**config.mk**
```make
export PLATFORM = sky130hd
export DESIGN_NAME = seq_divider_flat
export DESIGN_NICKNAME = d
export VERILOG_FILES = /design/src/rtl/div_pkg.sv /design/src/rtl/seq_divider_if.sv /design/src/rtl/div_addsub.sv /design/src/rtl/seq_divider.sv /design/src/flat_wrapper.sv
export SDC_FILE = /design/constraint.sdc
export NUM_CORES = 1
export LEC_CHECK = 0
export ABC_AREA = 1
export BUFFER_PORTS_ARGS = -buffer_cell sky130_fd_sc_hd__buf_2
export CELL_PAD_IN_SITES_DETAIL_PLACEMENT = 1
export CELL_PAD_IN_SITES_GLOBAL_PLACEMENT = 1
export CORE_MARGIN = 2
export CORE_UTILIZATION = 35
export CTS_BUF_LIST = sky130_fd_sc_hd__clkbuf_2
export DETAILED_ROUTE_END_ITERATION = 12
export PLACE_DENSITY = 0.77
export REMOVE_ABC_BUFFERS = 1
export SETUP_SLACK_MARGIN = 0.5
export SLEW_MARGIN = 25
export SYNTH_ARGS = -nofsm -noshare
export SYNTH_HDL_FRONTEND = slang
export SYNTH_HIERARCHICAL = 1
export SYNTH_SLANG_ARGS = --single-unit
```
**constraint.sdc**
```tcl
create_clock -name clk -period 3 [get_ports clk]
set_input_delay 0.15 -clock clk [delete_from_list [all_inputs] [get_ports clk]]
set_output_delay 0.15 -clock clk [all_outputs]
set_load 0.01 [all_outputs]
```
**src/rtl/div_pkg.sv**
```systemverilog
// Shared types and constants for the sequential divider.
// Holds the FSM state enum, default width and counter width helper.
package div_pkg;

   localparam int DIV_W = 8;

   typedef enum logic [1:0] {
      IDLE,
      ITER,
      FIX
   } state_t;

   function automatic int cnt_w(input int w);
      return $clog2(w + 1);
   endfunction

   localparam int CNT_W = cnt_w(DIV_W);

endpackage

```
**src/rtl/seq_divider_if.sv**
```systemverilog
// Request/result bundle of the sequential divider.
// master: start, dvd, dvs out; quot, rem, busy, done, dbz, ovf in.
interface seq_divider_if
   import div_pkg::*;
#(
   parameter int W = DIV_W
);

   logic           start;
   logic [2*W-1:0] dvd;
   logic [W-1:0]   dvs;
   logic [W-1:0]   quot;
   logic [W-1:0]   rem;
   logic           busy;
   logic           done;
   logic           dbz;
   logic           ovf;

   modport master (
      output start, dvd, dvs,
      input  quot, rem, busy, done, dbz, ovf
   );

   modport slave (
      input  start, dvd, dvs,
      output quot, rem, busy, done, dbz, ovf
   );

endinterface

```
**src/rtl/div_addsub.sv**
```systemverilog
// Trial subtractor for the restoring divider: diff = a - b.
// Ports: a, b (N bits) in; diff (N bits), neg (borrow) out.
module div_addsub
   import div_pkg::*;
#(
   parameter int N = DIV_W + 1
) (
   input  logic [N-1:0] a,
   input  logic [N-1:0] b,
   output logic [N-1:0] diff,
   output logic         neg
);

   assign {neg, diff} = {1'b0, a} - {1'b0, b};

endmodule

```
**src/rtl/seq_divider.sv**
```systemverilog
// Radix-2 restoring divider, 2W/W -> W quotient + W remainder.
// Ports: clk, rst_n (async low), bus (slave): start/dvd/dvs in;
// quot/rem/busy/done/dbz/ovf out. DIVIDER_SIGNED_EN: signed ops.
module seq_divider
   import div_pkg::*;
#(
   parameter int W = DIV_W
) (
   input  logic       clk,
   input  logic       rst_n,
   seq_divider_if.slave bus
);

   localparam int CW = cnt_w(W);
   localparam logic [CW-1:0] LAST = CW'(W - 1);
`ifdef DIVIDER_SIGNED_EN
   localparam logic [W-1:0] POS_MAX = {1'b0, {(W-1){1'b1}}};
   localparam logic [W-1:0] NEG_MAX = {1'b1, {(W-1){1'b0}}};
`endif

   state_t         state, state_n;
   logic [CW-1:0]  cnt, cnt_n;
   logic [2*W-1:0] rq, rq_n;
   logic [W-1:0]   dm, dm_n;
   logic           qs, qs_n;
   logic           rs, rs_n;
   logic           ez, ez_n;
   logic           eo, eo_n;
   logic [W-1:0]   quot, quot_n;
   logic [W-1:0]   rem, rem_n;
   logic           busy, busy_n;
   logic           done, done_n;
   logic           dbz, dbz_n;
   logic           ovf, ovf_n;

   logic [2*W-1:0] amag;
   logic [W-1:0]   bmag;
   logic           qsg, rsg;
   logic [W:0]     diff;
   logic           neg;
   logic           keep;
   logic [W-1:0]   qmag, rmag;
   logic           rng;

   // upper W+1 bits of the partial remainder after the left shift
   div_addsub #(.N(W + 1)) u_sub (
      .a    (rq[2*W-1:W-1]),
      .b    ({1'b0, dm}),
      .diff (diff),
      .neg  (neg)
   );

   always_comb begin
`ifdef DIVIDER_SIGNED_EN
      qsg  = bus.dvd[2*W-1] ^ bus.dvs[W-1];
      rsg  = bus.dvd[2*W-1];
      amag = bus.dvd[2*W-1] ? -bus.dvd : bus.dvd;
      bmag = bus.dvs[W-1] ? -bus.dvs : bus.dvs;
`else
      qsg  = 1'b0;
      rsg  = 1'b0;
      amag = bus.dvd;
      bmag = bus.dvs;
`endif
      qmag = rq[W-1:0];
      rmag = rq[2*W-1:W];
`ifdef DIVIDER_SIGNED_EN
      rng  = qs ? (qmag > NEG_MAX) : (qmag > POS_MAX);
`else
      rng  = 1'b0;
`endif
      // a kept difference is below the divisor, so diff[W] is 0
      keep = ~neg & ~diff[W];
   end

   always_comb begin
      state_n = state;
      cnt_n   = cnt;
      rq_n    = rq;
      dm_n    = dm;
      qs_n    = qs;
      rs_n    = rs;
      ez_n    = ez;
      eo_n    = eo;
      quot_n  = quot;
      rem_n   = rem;
      busy_n  = busy;
      done_n  = 1'b0;
      dbz_n   = dbz;
      ovf_n   = ovf;
      unique case (state)
         IDLE: begin
            if (bus.start) begin
               rq_n   = amag;
               dm_n   = bmag;
               qs_n   = qsg;
               rs_n   = rsg;
               cnt_n  = '0;
               dbz_n  = 1'b0;
               ovf_n  = 1'b0;
               busy_n = 1'b1;
               ez_n   = (bus.dvs == '0);
               // high half >= divisor means quotient >= 2^W
               eo_n   = (bus.dvs != '0) &&
                        (amag[2*W-1:W] >= bmag);
               state_n = (ez_n | eo_n) ? FIX : ITER;
            end
         end
         ITER: begin
            if (keep)
               rq_n = {diff[W-1:0], rq[W-2:0], 1'b1};
            else
               rq_n = {rq[2*W-2:0], 1'b0};
            cnt_n = cnt + CW'(1);
            if (cnt == LAST)
               state_n = FIX;
         end
         FIX: begin
            busy_n  = 1'b0;
            done_n  = 1'b1;
            state_n = IDLE;
            dbz_n   = ez;
            ovf_n   = eo | (rng & ~ez);
            if (ez | eo | rng) begin
               quot_n = '0;
               rem_n  = '0;
            end else begin
               quot_n = qs ? -qmag : qmag;
               rem_n  = rs ? -rmag : rmag;
            end
         end
         default: state_n = IDLE;
      endcase
   end

   always_ff @(posedge clk or negedge rst_n) begin
      if (!rst_n) begin
         state <= IDLE;
         cnt   <= '0;
         rq    <= '0;
         dm    <= '0;
         qs    <= 1'b0;
         rs    <= 1'b0;
         ez    <= 1'b0;
         eo    <= 1'b0;
         quot  <= '0;
         rem   <= '0;
         busy  <= 1'b0;
         done  <= 1'b0;
         dbz   <= 1'b0;
         ovf   <= 1'b0;
      end else begin
         state <= state_n;
         cnt   <= cnt_n;
         rq    <= rq_n;
         dm    <= dm_n;
         qs    <= qs_n;
         rs    <= rs_n;
         ez    <= ez_n;
         eo    <= eo_n;
         quot  <= quot_n;
         rem   <= rem_n;
         busy  <= busy_n;
         done  <= done_n;
         dbz   <= dbz_n;
         ovf   <= ovf_n;
      end
   end

   assign bus.quot = quot;
   assign bus.rem  = rem;
   assign bus.busy = busy;
   assign bus.done = done;
   assign bus.dbz  = dbz;
   assign bus.ovf  = ovf;

endmodule
```
**src/flat_wrapper.sv**
```systemverilog
// flat-port wrapper written by rule: the top's interface ports become plain ports
module seq_divider_flat import div_pkg::*;
#(
   parameter int W = DIV_W
)
  (clk, rst_n, bus_start, bus_dvd, bus_dvs, bus_quot, bus_rem, bus_busy, bus_done, bus_dbz, bus_ovf);
  seq_divider_if #(.W(W)) bus_i ();
  input  logic clk;
  input  logic rst_n;
  input wire logic [$bits(bus_i.start)-1:0] bus_start;
  input wire logic [$bits(bus_i.dvd)-1:0] bus_dvd;
  input wire logic [$bits(bus_i.dvs)-1:0] bus_dvs;
  output wire logic [$bits(bus_i.quot)-1:0] bus_quot;
  output wire logic [$bits(bus_i.rem)-1:0] bus_rem;
  output wire logic [$bits(bus_i.busy)-1:0] bus_busy;
  output wire logic [$bits(bus_i.done)-1:0] bus_done;
  output wire logic [$bits(bus_i.dbz)-1:0] bus_dbz;
  output wire logic [$bits(bus_i.ovf)-1:0] bus_ovf;
  assign bus_i.start = bus_start;
  assign bus_i.dvd = bus_dvd;
  assign bus_i.dvs = bus_dvs;
  assign bus_quot = bus_i.quot;
  assign bus_rem = bus_i.rem;
  assign bus_busy = bus_i.busy;
  assign bus_done = bus_i.done;
  assign bus_dbz = bus_i.dbz;
  assign bus_ovf = bus_i.ovf;
  seq_divider #(.W(W)) u_core (.clk(clk), .rst_n(rst_n), .bus(bus_i));
endmodule
```
Yosys cells after proc, flatten, opt, wreduce, memory -nomap -nowiden
Cells that the tools add are included.
{"block": "totals", "regBits": 52, "latch_bits": 0, "ram_bits": 0, "romBits": 0, "in_bits": 27, "out_inout_bits": 20, "wordCells": 52, "mem_count": 0}
{"block": "classes", "addsub": 2, "n_mul": 0, "div": 0, "order_cmp": 1, "n_eq_ne": 5, "n_shift": 0, "mux": 17, "bitwise": 5, "reduce_logical": 10}
{"cell": "$mux 16", "count": 2}
{"cell": "$pmux 16 s2", "count": 1}
{"cell": "$mux 8", "count": 2}
{"cell": "$sub 9x8->10", "count": 1}
{"cell": "$ge 8x8->1", "count": 1}
{"cell": "$logic_not 8->1", "count": 1}
{"cell": "$pmux 4 s2", "count": 1}
{"cell": "$reduce_and 2->1", "count": 4}
{"cell": "$reduce_bool 8->1", "count": 1}
{"cell": "$mux 2", "count": 3}
{"cell": "$pmux 1 s2", "count": 3}
{"cell": "$add 4x1->4 const B", "count": 1}
{"cell": "$eq 4x3->1 const B", "count": 1}
{"cell": "$mux 4", "count": 1}
{"cell": "$pmux 2 s2", "count": 1}
{"cell": "$reduce_bool 2->1", "count": 2}
{"cell": "$mux 1", "count": 3}
{"cell": "$eq 2x1->1 const B", "count": 1}
{"cell": "$eq 2x2->1 const B", "count": 1}
{"cell": "$logic_not 2->1", "count": 1}
{"cell": "$ne 2x1->1 const B", "count": 1}
{"cell": "$ne 2x2->1 const B", "count": 1}
{"cell": "$not 1->1", "count": 2}
{"cell": "$or 1x1->1", "count": 2}
{"cell": "other kinds (2)", "count": 2}

Logic depth before layout (Yosys ltp)
{"block": "depth", "word_depth": 6, "mapped_depth": 16, "ltp_nobuf": 15}

Hierarchy
Netlist, hierarchy kept.
{"mod": "seq_divider", "n_inst": 1, "cells_each": 282, "area_per_inst_um2": 2477.4, "seq_area_each_um2": 1301.2}
{"mod": "div_addsub", "n_inst": 1, "cells_each": 101, "area_per_inst_um2": 519.2, "seq_area_each_um2": 0.0}

Worst setup path before layout
Ideal clock, no wire load.
{"block": "synth_path", "path_type": "register to register", "from": "register u_core.rq[7]", "to": "register u_core.rq[15]", "setup_ns": 0.087, "arrival_ns": 2.042, "t_required_ns": 2.913, "setup_slack_ns": 0.871, "path_stages_with_launch": 17, "path_buffers": 1, "period_less_slack_ns": 2.129, "path_cell_list": "dfrtp_1 -> inv_1 -> ha_1 -> inv_1 -> fa_1 -> nand2_1 -> nand2_1 -> nand3_1 -> nand2_1 -> nand2_1 -> nand2_1 -> nor2_4 -> buf_2 -> nand2_1 -> o21ai_0 -> nand2_1 -> a22oi_1"}
{"block": "synth_between", "elab_chain_len": 5, "word_cells_on_any_way": 6, "cone_classes": "add/sub: 1; mux: 2; bitwise: 3"}
{"item": "start, declared", "line": "seq_divider.sv:23", "text": "logic [2*W-1:0] rq, rq_n;"}
{"item": "start signal, assigned", "line": "seq_divider.sv:155", "text": "rq <= rq_n;"}
{"item": "$sub 9x8->10", "line": "div_addsub.sv:14", "text": "assign {neg, diff} = {1'b0, a} - {1'b0, b};"}
{"item": "net u_core.diff[8]", "line": "seq_divider.sv:39", "text": "logic [W:0] diff;"}
{"item": "$not 1->1", "line": "seq_divider.sv:73", "text": "keep = ~neg & ~diff[W];"}
{"item": "$and 1x1->1", "line": "seq_divider.sv:73"}
{"item": "$mux 16", "line": "seq_divider.sv:110", "text": "if (keep)"}
{"item": "$pmux 16 s2", "line": "seq_divider.sv:91", "text": "unique case (state)"}
The timed path passes the listed nets, and every way through them passes these cells.
A chain may end at the register's enable or synchronous reset.

Final worst setup path
{"block": "layout_path", "from": "register u_core.rq[7]", "to": "register u_core.rq[13]"}
The elaborated chain is that of the path after synthesis.

==> reports/results.tsv <==
metric	value	unit
drive_gt1_frac	0.173	
ys.flop_type	dfrtp_1	
area_growth	19.7	%
period_needed	2.35	ns
startpoint_type	register	
dp.cells	524	
gp_congestion	0.863	
p_leak	1.92	nW
crit_start	u_core/rq[7]	
tightestPinTransition	0.805	ns
wire_per_inst	15.8	um
ant_nets	0	
synth_cells	383	
die_w	96.5	um
cts_root_buf	clkbuf_2	
clk_path_buf_depth	2	
row_count	33	
cp-end-kind	register	
track_usage	0.197	
dieHeight	96.5	um
grt_first_pass_wirelength	14000	um
required	3.40	ns
worstPathMaxFanout	8	
yosysMostFrequentCell	nand2_1	
syn_area	3000	sq um
report.power.total	4.06	mW
critical_path_arrival	2.75	ns
period_share	0.783	
dp_hpwl	6150	um
cts_max_level	2	
cts.sinks	52	
pre_cts_ws	0.597	ns
ff2ff_path_depth	16	
synth_edf_count	0	
internal-power	2.08	mW
drv_cap	0	
cts_tree	done	
pwr-share-comb	0.616	
synth_commonest_cells	nand2_1, inv_1, dfrtp_1	
finish.utilization	0.434	
diodes	0	
core	8260	sq um
synth_area_leaders	dfrtp_1, nand2_1, o21ai_0	
fp.dieArea	9320	sq um
via_per_inst	5.05	
final.setup.tns	0	ns
drc	0	
synth_top_area_frac	0.434	
power.density	1130	nW/um^2
synth_sequential_area_ratio	0.434	
grt_max_degree	28	
grt_pass1_vias	2898	
peakVddDrop	350	uV
slew_viol_final	0	
hold_depth	3	
numCtsBuffers	5	
dpl_cell_area	3290	sq um
fin_ws	0.651	ns
clock_latency	0.46	ns
drt-total-wl	8700	um
routed-via-count	2776	
setup_viol	0	
synth_warnings	6	
io_pins	47	
status	complete, no violations	
switching_share	0.488	
clock_skew	0.0296	ns
path_class	register to register	
hold_viol_final	0	
grt-ovfl-total	0	
min-delay-start	bus_dvd[14]	
max_freq	426	MHz
first_pass_iters	4	
design_area	3590	sq um
p_switching	1.98	mW
synth-seq-cells	52	
ys_async_sr_fraction	1.00	
p_clk_frac	0.095	
rr_startpoint	u_core/rq[7]	
start_util	0.363	
final_nets	490	
path_clk_slew	0.29	ns
avgSynthCellArea	7.82	sq um
holdWs	0.0312	ns
yosys.cell_types.count	30	
io_buffers	46	
power_frac_seq	0.290	
rsz0062_at_grt	no	
synth_largest_area_cell	dfrtp_1	
max-slew-margin-rel	0.462	
hold_class	input pin to register	
antenna_found_initial	0	
drtIter0Drc	117	
layout.cells.non_filler	550	
==> registers in the layout, summed over array words and instances (netlist names) <==
register,flops
u_core/bus.dbz,1
u_core/dm,8
u_core/bus.rem,8
u_core/bus.ovf,1
u_core/bus.quot,8
u_core/bus.busy,1
u_core/bus.done,1
u_core/rq,16
u_core/state,2
u_core/eo,1
u_core/ez,1
u_core/cnt,4
==> what timing repair did <==
item,CTS,global route
setup endpoints to repair,0,9
gates resized for setup,0,5
buffers inserted,0,1
endpoints found under the hold margin,40,1
hold buffers,15,1
==> power groups by stage <==
stage,Combinational (mW),Sequential [mW],Clock [mW]
2_1_floorplan,1.58,1.20,0
3_3_place_gp,2.15,1.18,0
3_5_place_dp,2.24,1.19,0
4_1_cts,2.28,1.18,0.396
5_1_grt,2.84,1.22,0.419
6_report,2.50,1.18,0.384
==> cells by family (layout without fill, tap and decap cells) <==
logic type / after synthesis / in the layout / synth area share
simple gates: 155 / 155 / 0.217
buf+inv: 74 / 136 / 0.104
mux: 1 / 1 / 0.00376
flops: 52 / 52 / 0.434
compound gates: 78 / 78 / 0.149
other cells: 1 / 1 / 0.00125
fa+ha+maj: 19 / 19 / 0.0818
xor+xnor: 3 / 3 / 0.00877
==> layer usage <==
layer | part of all wire | track usage
met1 | 0.44 | 0.246
met2 | 0.53 | 0.361
met3 | 0.021 | 0.0279
met4 | 0.0088 | 0.0411
met5 | 0 | 0
==> final timing paths <==
| path | end | slack [ns] |
|---|---|---|
| setup / recovery | u_core/rq[13] | 0.65 |
| hold / removal | u_core/rq[14] | 0.03 |
| setup reg to reg | u_core/rq[13] | 0.65 |
| hold reg to reg | u_core/bus.busy | 0.52 |
| max in group asynchronous | u_core/dm[5] | 1.95 |
| min in group asynchronous | u_core/rq[8] | 0.19 |
==> cells in the final DEF, fill, tap and decap left out, drive strengths merged, types with 2 or more instances in the layout <==
cell type,synthesis,routed
nand2,110,110
inv,62,62
dfrtp,52,52
buf,9,48
o21ai,47,47
nor2,29,29
ha,18,18
dlygate4sd3,0,16
nand3,13,13
a22oi,13,13
a21oi,11,11
clkbuf,2,6
o22ai,4,4
or2,2,2
xnor2,2,2
clkinv,1,2
==> worst max-delay path, stage by stage (launching register included) <==
cell and delay, ns:
dfrtp_1 0.47, inv_1 0.07, ha_1 0.16, inv_1 0.09
fa_2 0.36, nand2_1 0.09, nand2_2 0.08, nand3_2 0.09
nand2_1 0.05, nand2_1 0.07, nand2_1 0.09, nor2_4 0.20
buf_12 0.15, nand2_1 0.05, o21ai_0 0.08, nand2_1 0.08
a22oi_2 0.13
==> area by class of cell <==
class	count	area [sq um]
tap	105	131
fill	1056	4670
inverter	63	241
clock inverter	3	42.5
sequential	52	1300
multi-input combinational	257	1400
clock buffer	5	25.0
timing repair buffer	65	443
(Power assumes the default switching activity.)
